--- src/rtl/adventure_text_pkg.sv ---
// adventure_text_pkg: character/row types, blank cell value, room name table and sword status strings
package adventure_text_pkg;
    typedef logic [7:0] char_t;
    typedef char_t [15:0] row_t;
    typedef enum logic [1:0] {IDLE, FILL, DONE} state_t;
    localparam char_t SPACE = 8'h20;
    localparam row_t ROOM_NAMES [8] = '{
        "CAVE ENTRANCE   ",
        "TWISTY TUNNEL   ",
        "RAPID RIVER     ",
        "SWORD ROOM      ",
        "DRAGON DEN      ",
        "VICTORY         ",
        "GRAVEYARD       ",
        "UNKNOWN         "
    };
    localparam row_t SWORD_YES = "SWORD: YES      ";
    localparam row_t SWORD_NO  = "SWORD: NO       ";
endpackage

--- src/rtl/tick_divider.sv ---
// tick_divider: one-cycle strobe every DIV enabled cycles, with synchronous clear
module tick_divider #(
    parameter int DIV = 4
) (
    input  logic clk,
    input  logic rst,
    input  logic clr,
    input  logic en,
    output logic tick
);
    localparam int W = DIV > 1 ? $clog2(DIV) : 1;
    logic [W-1:0] cnt_q, cnt_d;
    // strobe on the last count of each period and wrap; clear overrides counting
    always_comb begin
        tick  = en && cnt_q == W'(DIV - 1);
        cnt_d = clr ? '0 : tick ? '0 : en ? cnt_q + 1'b1 : cnt_q;
    end
    // counter register
    always_ff @(posedge clk) begin
        if (rst) cnt_q <= '0;
        else cnt_q <= cnt_d;
    end
endmodule

--- src/rtl/room_text_writer.sv ---
// room_text_writer: rewrites the 2x16 LCD text buffer one cell per cycle whenever room or sword changes; ROOM_TEXT_SCROLL_EN adds row-0 scrolling while idle
module room_text_writer
    import adventure_text_pkg::*;
#(
    parameter int SCROLL_DIV = 25_000_000
) (
    input  logic                  CLOCK_50,
    input  logic                  Reset,
    input  logic [2:0]            rooms,
    input  logic                  sword,
    output logic [1:0][15:0][7:0] characters,
    output logic                  busy,
    output logic                  frame_done
);
    state_t                state_q, state_d;
    logic [2:0]            room_q, room_d;
    logic                  sword_q, sword_d;
    logic                  dirty_q, dirty_d;
    logic [4:0]            idx_q, idx_d;
    logic [1:0][15:0][7:0] cells_q, cells_d;
    row_t                  text;
    // next state, snapshot capture on leaving IDLE, and one cell write per FILL cycle
    always_comb begin
        state_d = state_q;
        room_d  = room_q;
        sword_d = sword_q;
        dirty_d = dirty_q;
        idx_d   = idx_q;
        cells_d = cells_q;
        text    = idx_q[4] ? (sword_q ? SWORD_YES : SWORD_NO) : ROOM_NAMES[room_q];
        case (state_q)
            IDLE: if (dirty_q || {rooms, sword} != {room_q, sword_q}) begin
                state_d = FILL;
                room_d  = rooms;
                sword_d = sword;
                dirty_d = 1'b0;
                idx_d   = '0;
            end
            FILL: begin
                cells_d[idx_q[4]][idx_q[3:0]] = text[~idx_q[3:0]];
                idx_d = idx_q + 5'd1;
                if (idx_q == 5'd31) state_d = DONE;
            end
            DONE: state_d = IDLE;
            default: state_d = IDLE;
        endcase
        busy       = state_q != IDLE;
        frame_done = state_q == DONE;
    end
    // state, snapshot and buffer registers; reset blanks the buffer and forces a first frame
    always_ff @(posedge CLOCK_50) begin
        if (Reset) begin
            state_q <= IDLE;
            room_q  <= '0;
            sword_q <= 1'b0;
            dirty_q <= 1'b1;
            idx_q   <= '0;
            cells_q <= {32{SPACE}};
        end else begin
            state_q <= state_d;
            room_q  <= room_d;
            sword_q <= sword_d;
            dirty_q <= dirty_d;
            idx_q   <= idx_d;
            cells_q <= cells_d;
        end
    end
`ifdef ROOM_TEXT_SCROLL_EN
    logic       start, tick;
    logic [3:0] off_q, off_d;
    assign start = state_q == IDLE && state_d == FILL;
    tick_divider #(.DIV(SCROLL_DIV)) u_div (
        .clk (CLOCK_50),
        .rst (Reset),
        .clr (start),
        .en  (state_q == IDLE),
        .tick(tick)
    );
    // scroll offset advances on divider strobes in IDLE and restarts with each new frame
    always_comb begin
        off_d = start ? 4'd0 : tick ? off_q + 4'd1 : off_q;
    end
    // offset register
    always_ff @(posedge CLOCK_50) begin
        if (Reset) off_q <= '0;
        else off_q <= off_d;
    end
    // row 0 is presented rotated left by the offset; row 1 is passed through
    always_comb begin
        characters[1] = cells_q[1];
        for (int c = 0; c < 16; c++) characters[0][c] = cells_q[0][4'(c) + off_q];
    end
`else
    assign characters = cells_q;
`endif
endmodule

--- config.mk ---
export PLATFORM = sky130hd
export DESIGN_NAME = room_text_writer
export DESIGN_NICKNAME = d
export VERILOG_FILES = /design/src/rtl/adventure_text_pkg.sv /design/src/rtl/tick_divider.sv /design/src/rtl/room_text_writer.sv
export SDC_FILE = /design/constraint.sdc
export NUM_CORES = 1
export LEC_CHECK = 0
export ABC_AREA = 1
export CORE_UTILIZATION = 50
export CTS_CLUSTER_DIAMETER = 200
export DETAILED_ROUTE_END_ITERATION = 8
export PLACE_DENSITY = 0.82
export SETUP_SLACK_MARGIN = 0.1
export SLEW_MARGIN = 0
export SYNTH_ARGS = -nofsm -noshare
export SYNTH_HDL_FRONTEND = slang
export SYNTH_SLANG_ARGS = --single-unit
export TNS_END_PERCENT = 10
--- constraint.sdc ---
create_clock -name CLOCK_50 -period 3.9 [get_ports CLOCK_50]
set_clock_uncertainty 0.2 [all_clocks]
set_input_delay 0.975 -clock CLOCK_50 [delete_from_list [all_inputs] [get_ports CLOCK_50]]
set_output_delay 0.975 -clock CLOCK_50 [all_outputs]
set_load 0.005 [all_outputs]
# [After elaboration in Yosys (flattened, before gate mapping)]
# Memory sizes are Yosys's and may differ from the RTL's.
# Cells that the tools add are included.
[op_classes] n_lt_le_gt_ge=6 n_mux=16 bitwise=2 n_eq_ne=6 n_reduce_logical=9 add_sub_neg=1
[op_table] op="$mux 128" n=4
[op_table] op="$bwmux 256" n=1
[op_table] op="$demux 128 s1" n=1
[op_table] op="$mux 69" n=1
[op_table] op="$bmux 8 s4" n=1
[op_table] op="$demux 8 s4" n=1
[op_table] op="$mux 8" n=2
[op_table] op="$lt 4x5->1 const B" n=2
[op_table] op="$pmux 5 s2" n=1
[op_table] op="$reduce_and 2->1" n=3
[op_table] op="$add 5x1->5 const B" n=1
[op_table] op="$eq 5x5->1 const B" n=1
[op_table] op="$mux 5" n=1
[op_table] op="$ge 4x1->1 const B" n=1
[op_table] op="$ge 4x4->1 const B" n=1
[op_table] op="$mux 2" n=2
[op_table] op="$ne 2x2->1 const B" n=2
[op_table] op="$ne 4x4->1" n=1
[op_table] op="$not 3->4" n=1
[op_table] op="$not 4->4" n=1
[op_table] op="$pmux 2 s2" n=1
[op_table] op="$reduce_bool 2->1" n=2
[op_table] op="$eq 2x1->1 const B" n=1
[op_table] op="$eq 2x2->1 const B" n=1
[op_table] op="5 further kinds" n=6
[totals] word_cells=78 out_inout_bits=258 romBits=1024 memories=1 register_bits=268
[mem_list] name="(name not given)" depth=8 width=128 rd=1 rd_ports_with_merged_regs=0 write_ports=0 line_no="room_text_writer.sv:30" text="text = idx_q[4] ? (sword_q ? SWORD_YES : SWORD_NO) : ROOM_NAMES[room_q];"

# [Longest topological paths before layout]
# Gate-level depths: netlist of run 1.
[logic_depth] word_depth=8 ltp_mapped=14 depth_no_buf=13

# [Worst setup path after synthesis of run 1]
# OpenSTA, ideal clock, no wires.
[synth_path] path_type="flip-flop to flip-flop" from="register room_q[0]" to="register cells_q, in the netlist characters[82]" t_arrival_ns=1.934 setup_time_ns=0.056 slack_ns=1.710 path_stages_with_launch=13 path_buffers=1 cell_sequence="dfxtp_1 > inv_1 > ha_1 > a21oi_1 > nand2_1 > nand3_1 > nand2_1 > nor2_1 > nor2_4 > buf_4 > nand4_1 > nand2_1 > inv_1"
[synth_between] elab_chain_len=8
[synth_lines] item="start: declaration" line_no="room_text_writer.sv:16" text="logic [2:0] room_q, room_d;"
[synth_lines] item="start signal: assignment" line_no="room_text_writer.sv:61" text="room_q <= room_d;"
[synth_lines] item="$not 3->4 (implied by the code)" line_no="room_text_writer.sv:30"
[synth_lines] item="$mem_v2 8x128"
[synth_lines] item="$mux 128 (implied by the code) (2 in series)" line_no="room_text_writer.sv:30"
[synth_lines] item="$mux 128" line_no="room_text_writer.sv:30"
[synth_lines] item="$bmux 8 s4" line_no="room_text_writer.sv:40" text="cells_d[idx_q[4]][idx_q[3:0]] = text[~idx_q[3:0]];"
[synth_lines] item="$mux 8 (implied by the code)" line_no="room_text_writer.sv:40"
[synth_lines] item="$bwmux 256" line_no="room_text_writer.sv:40"
[synth_lines] item="end signal: assignment" line_no="room_text_writer.sv:58" text="cells_q <= {32{SPACE}};"
[synth_lines] item="end signal: assignment" line_no="room_text_writer.sv:65" text="cells_q <= cells_d;"
[synth_lines] item="end: declaration" line_no="room_text_writer.sv:20" text="logic [1:0][15:0][7:0] cells_q, cells_d;"
# No other way between the ends. The select of a mux whose other input is x is not followed.
# A chain may end at the register's enable or synchronous reset.

# [Worst setup path after layout of run 1]
[layout_path] from="register room_q[0]" to="register cells_q, in the netlist characters[138]"
# Same word-level chain as after synthesis.

==> impl_metrics.toml, run 1 <==
[status]
status = "complete, no violations"

[clock_tree]
ctsHtreeMaxLevel = 1
clock_sinks = 236
clk_pin_slew_ps = 60
cts-resized-gates = 0
cts_buffers = 24
clock_latency_ps = 520
cts_setup_buffers = 0
cts_tree = "done"
clockRootBuffer = "clkbuf_16"
cts_buffer_depth = 3
cts.hold.buffers_added = 0

[pwr]
power_density_nw_per_um2 = 390.2
ir_worst_vdd_mv = 0.3583
leakage_uw = 0.005423

[drt]
drt_first_iter_violations = 851
drt-total-wl_mm = 30.43
viasPerCell = 5.274
ant_nets = 0
drc = 0
avgRoutedWirePerCell_um = 16.47
drtPass1Iterations = 5
vias = 9741

[placement]
dp_hpwl_mm = 20.67
placed_area_um2 = 12370
numPortBuffers = 231
pre_cts_ws_ps = 814.0
place_congestion = 0.9249

[floorplan]
coreArea_um2 = 19720
die_h_um = 144.8
initial_core_util_pct = 51.70
row_count = 51
ios = 264
die_width_um = 144.8
dieArea_um2 = 20960

[worst_setup_path]
cp_max_fo = 26
start_kind = "flop"
setup.worst_path.class = "flop to flop"
crit_required_ps = 4100
crit_path_end_kind = "flop"
cp.arrival_ps = 3340

[logic_synthesis]
synth.avg_cell_area_um2 = 7.371
syn_inst = 1383
ys_warn_count = 0
synth_top_area_share_pct = 46.35
yosys.area.top_type = "dfxtp_1"
synthTopCellsByCount = "256 x nor2_1, 236 x dfxtp_1, 226 x nand2_1"
synthArstFlopShare_pct = 0
ys_top_cells_by_area = "dfxtp_1 46%, nor2_1 9.4%, nand2_1 8.3%, o21ai_0 6.2%, a21oi_1 6.0%"
synth_flop_cell = "dfxtp_1"
syn-cell-area_um2 = 10190
yosys.cell_types.count = 31
yosysMostFrequentCell = "nor2_1"
synth_edf_count = 0
seq_area_frac_synth_pct = 46.35
ys_seq_elements = 236

[timing]
hold_viol = 0
fin_crit_ps = 3140
setup_ws_ps = 760.2
worstMarginPinSlew_ps = 929.9
fin_tns_setup_ps = 0
fmax_ghz = 0.3185
hold_ws_ps = 235.0
max_slew_margin_pct = 37.86
rsz0062_at_grt = "no"
slew_violations = 0
finalCritPeriodShare_pct = 80.51
finalSetupViolations = 0

[layout]
final_util_pct = 66.48
diodes = 0
layout.nets = 1591
drive_above_1_share_pct = 5.879
final_area_um2 = 13110
area_growth_pct = 28.59

[grt]
grt_pass1_wl_mm = 47.53
grt_pass1_vias = 9007
grt_max_degree = 109
antenna_found_initial = 0
grt_overflow_total = 0
grtUsageTotal_pct = 28.64

[worst_hold_path]
hold_path_class = "flop to flop"

[flow_run]
drv_cap = 0
## flip-flops by register name, indices dropped and copies added, names as in the netlist
register    cells
characters    224
dirty_q         1
idx_q           5
room_q          3
state_q         2
sword_q         1
## cell type report
type / instances / area, um2
Fill cell: 1589 / 6610
Clock buffer: 33 / 654.4
Inverter: 136 / 511.7
Multi-Input combinational cell: 922 / 4360
Clock inverter: 8 / 82.58
Sequential cell: 236 / 4725
Tap cell: 265 / 331.6
Timing Repair Buffer: 247 / 2442
## placed cells by master (no fill, tap or decap), drive strengths merged
cell and instances:
o2111a 1, buf 17, ha 18, bufinv 1, inv 136, a31oi 1, clkdlybuf4s50 230, clkbuf 33
o21ai 130, clkinvlp 1, nand3 36, clkinv 6, nand2 229, or2 1, o31ai 1, nor3 3
dfxtp 236, a21oi 123, conb 32, nand4 54, xnor2 2, o211ai 5, nor2 280, o21a 6
## cell families (layout without fill, tap and decap cells)
kind of cell | after synthesis | after routing | share of synthesized area [%]
AOI/OAI and AO/OA | 267 | 267 | 13.66
xor gates and xnor gates | 2 | 2 | 0.1719
adders and majority gates | 18 | 18 | 2.209
buffers and inverters | 256 | 424 | 12.14
DFF | 236 | 236 | 46.35
other | 1 | 32 | 0.03679
and+or+nand+nor | 603 | 603 | 25.43
## critical path, cell delays in order (launching register included)
cell and delay [ps]:
dfxtp_1 620, inv_1 280, ha_1 320, nand2_1 110, nand2_1 130, nand2_1 90, nand3_1 60, nand2_1 80
nor2_1 80, nor2_4 610, nand4_1 240, nand2_1 140, inv_1 40
## worst paths after layout
check	to	slack (ps)	cells past startpoint	from
worst min register to register	characters[237]	240	2	characters[237]
worst max-delay path	characters[138]	760	12	room_q[0]
worst min-delay path	characters[237]	240	2	characters[237]
worst max register to register	characters[138]	760	12	room_q[0]
## metrics by stage
step                      std cells  power (uW)
after floorplan                1414        2857
after global placement         1806        2985
after detailed placement       1806        2984
after CTS                      1847        5119
after global routing           1847        5293
final                          1847        5114
## where the power goes
part           switching, uW  total [uW]  internal (uW)
clock                    929        2170           1240
combinational            353         484            131
sequential              25.2        2460           2430
## routing by layer
layer | track usage [%] | wire (um)
met5 | 0 | 0
met4 | 11.41 | 1140
met3 | 7.338 | 2956
met2 | 45.42 | 13580
met1 | 37.09 | 12750
Note: power is estimated with default switching activity, not from simulation.
==> run 2, diff against run 1 <==
Settings changed: CORE_UTILIZATION 50 to 44, PLACE_DENSITY 0.82 to 0.76.
Clock period 3.9 ns to 2.6 ns, I/O delays scaled along.
==> impl_metrics.toml, run 2 (same netlist as run 1, synthesis figures left out) <==
[clock_tree]
ctsHtreeMaxLevel = 1
cts_buffers = 25
cts_tree = "done"
cts_buffer_depth = 3
cts-resized-gates = 0
clockRootBuffer = "clkbuf_16"
cts.hold.buffers_added = 0
cts_setup_buffers = 0
clock_latency_ps = 510
clk_pin_slew_ps = 60
clock_sinks = 236

[pwr]
switching_share_pct = 25.61
p_comb_share_pct = 10.6
switchingPower_uw = 2001
power.total_uw = 7816
intPower_uw = 5814
power_density_nw_per_um2 = 580.2
leakage_uw = 0.005622
clkPwrFrac_pct = 42.4
pwr-share-seq_pct = 47.0
ir_worst_vdd_mv = 0.4845

[floorplan]
dieArea_um2 = 23780
ios = 264
row_count = 55
initial_core_util_pct = 44.89
die_h_um = 154.2
coreArea_um2 = 22710
die_width_um = 154.2

[timing]
rsz0062_at_grt = "yes"
finalCritPeriodShare_pct = 93.34
hold_viol = 0
worstMarginPinSlew_ps = 790.7
fin_crit_ps = 2427
finalSetupViolations = 0
max_slew_margin_pct = 47.09
fmax_ghz = 0.4121
slew_violations = 0
fin_tns_setup_ps = 0

[drt]
drt_first_iter_violations = 705
drtPass1Iterations = 5
ant_nets = 0
drc = 0
viasPerCell = 5.101
avgRoutedWirePerCell_um = 16.16
drt-total-wl_mm = 30.62
vias = 9667

[worst_setup_path]
cp_max_fo = 4
crit_path_end_kind = "output port"
setup.worst_path.class = "flop to output port"
start_kind = "flop"
crit_required_ps = 1750
cp.arrival_ps = 1580

[placement]
place_congestion = 0.9003
dp_hpwl_mm = 21.53
numPortBuffers = 231

[grt]
grt_max_degree = 109
grtUsageTotal_pct = 25.52
grt_pass1_wl_mm = 48.61
antenna_found_initial = 0
grt_pass1_vias = 9097
grt_overflow_total = 0

[layout]
diodes = 0
layout.nets = 1621
multi_input_area_um2 = 4363
layout_commonest_cell = "nor2_1"
largest_reg_flops = 224
regArea_um2 = 4725
drive_above_1_share_pct = 7.950
area_growth_pct = 32.15
nFillCells = 2040
layout_common_cells = "255 x nor2_1, 236 x dfxtp_1, 230 x clkdlybuf4s50_1"

[status]
status = "complete, no violations"

[flow_run]
drv_cap = 0

[worst_hold_path]
hold_path_class = "flop to flop"
-- run 2: changes by cell type in the layout (fill, tap and decap cells not counted), moves of 2 or more --
cell	delta
clkinv_2	+2
clkbuf_8	+3
clkbuf_1	-6
buf_4	+21
buf_12	+8
-- run 2: worst max-delay path: stages, from the launching register on --
cell and delay (ps):
dfxtp_1 320, nor2_1 170, inv_1 110, clkdlybuf4s50_1 470
-- run 2: layer usage --
metal / GRT usage, % / vias to the layer above / part of all wire (%)
met5: 0 / - / 0
met4: 9.571 / 0 / 3.3
met3: 5.772 / 64 / 7.9
met2: 41.75 / 371 / 45
met1: 32.81 / 4445 / 43
li1: - / 4787 / -
-- run 2: final cells by class --
type	instances	area share, %
sequential	236	35.07
multi-input combinational	922	32.39
timing repair buffer	276	20.49
clock buffer	31	5.183
inverter	136	3.799
tap	285	2.647
clock inverter	9	0.4180
-- run 2: final timing paths --
| check | from | to | depth (start not counted) | slack [ps] |
|---|---|---|---|---|
| worst min-delay path | characters[246] | characters[246] | 2 | 230 |
| worst max register to register | room_q[0] | characters[90] | 12 | 230 |
| worst max-delay path | state_q[0] | busy | 3 | 170 |
| worst min register to register | characters[246] | characters[246] | 2 | 230 |
-- run 2: through the flow --
stage	std cells	worst slack, ps	area [um2]	hold slack, ps	util (%)
5_1_grt	1895	12.46	13470	258.3	59.32
4_1_cts	1895	118.8	13470	237.1	59.31
3_3_place_gp	1855	263.4	12710	217.6	55.98
3_5_place_dp	1855	232.2	12710	229.9	55.98
6_report	1895	173.3	13470	234.8	59.32
2_1_floorplan	1414	409.8	10310	219.6	-
-- run 2: power groups by stage --
stage / clock network, uW / registers [uW] / logic [uW]
2_1_floorplan: 0 / 3760 / 527
3_3_place_gp: 0 / 3750 / 827
3_5_place_dp: 0 / 3750 / 819
4_1_cts: 3380 / 3670 / 824
5_1_grt: 3530 / 3680 / 910
6_report: 3310 / 3670 / 830
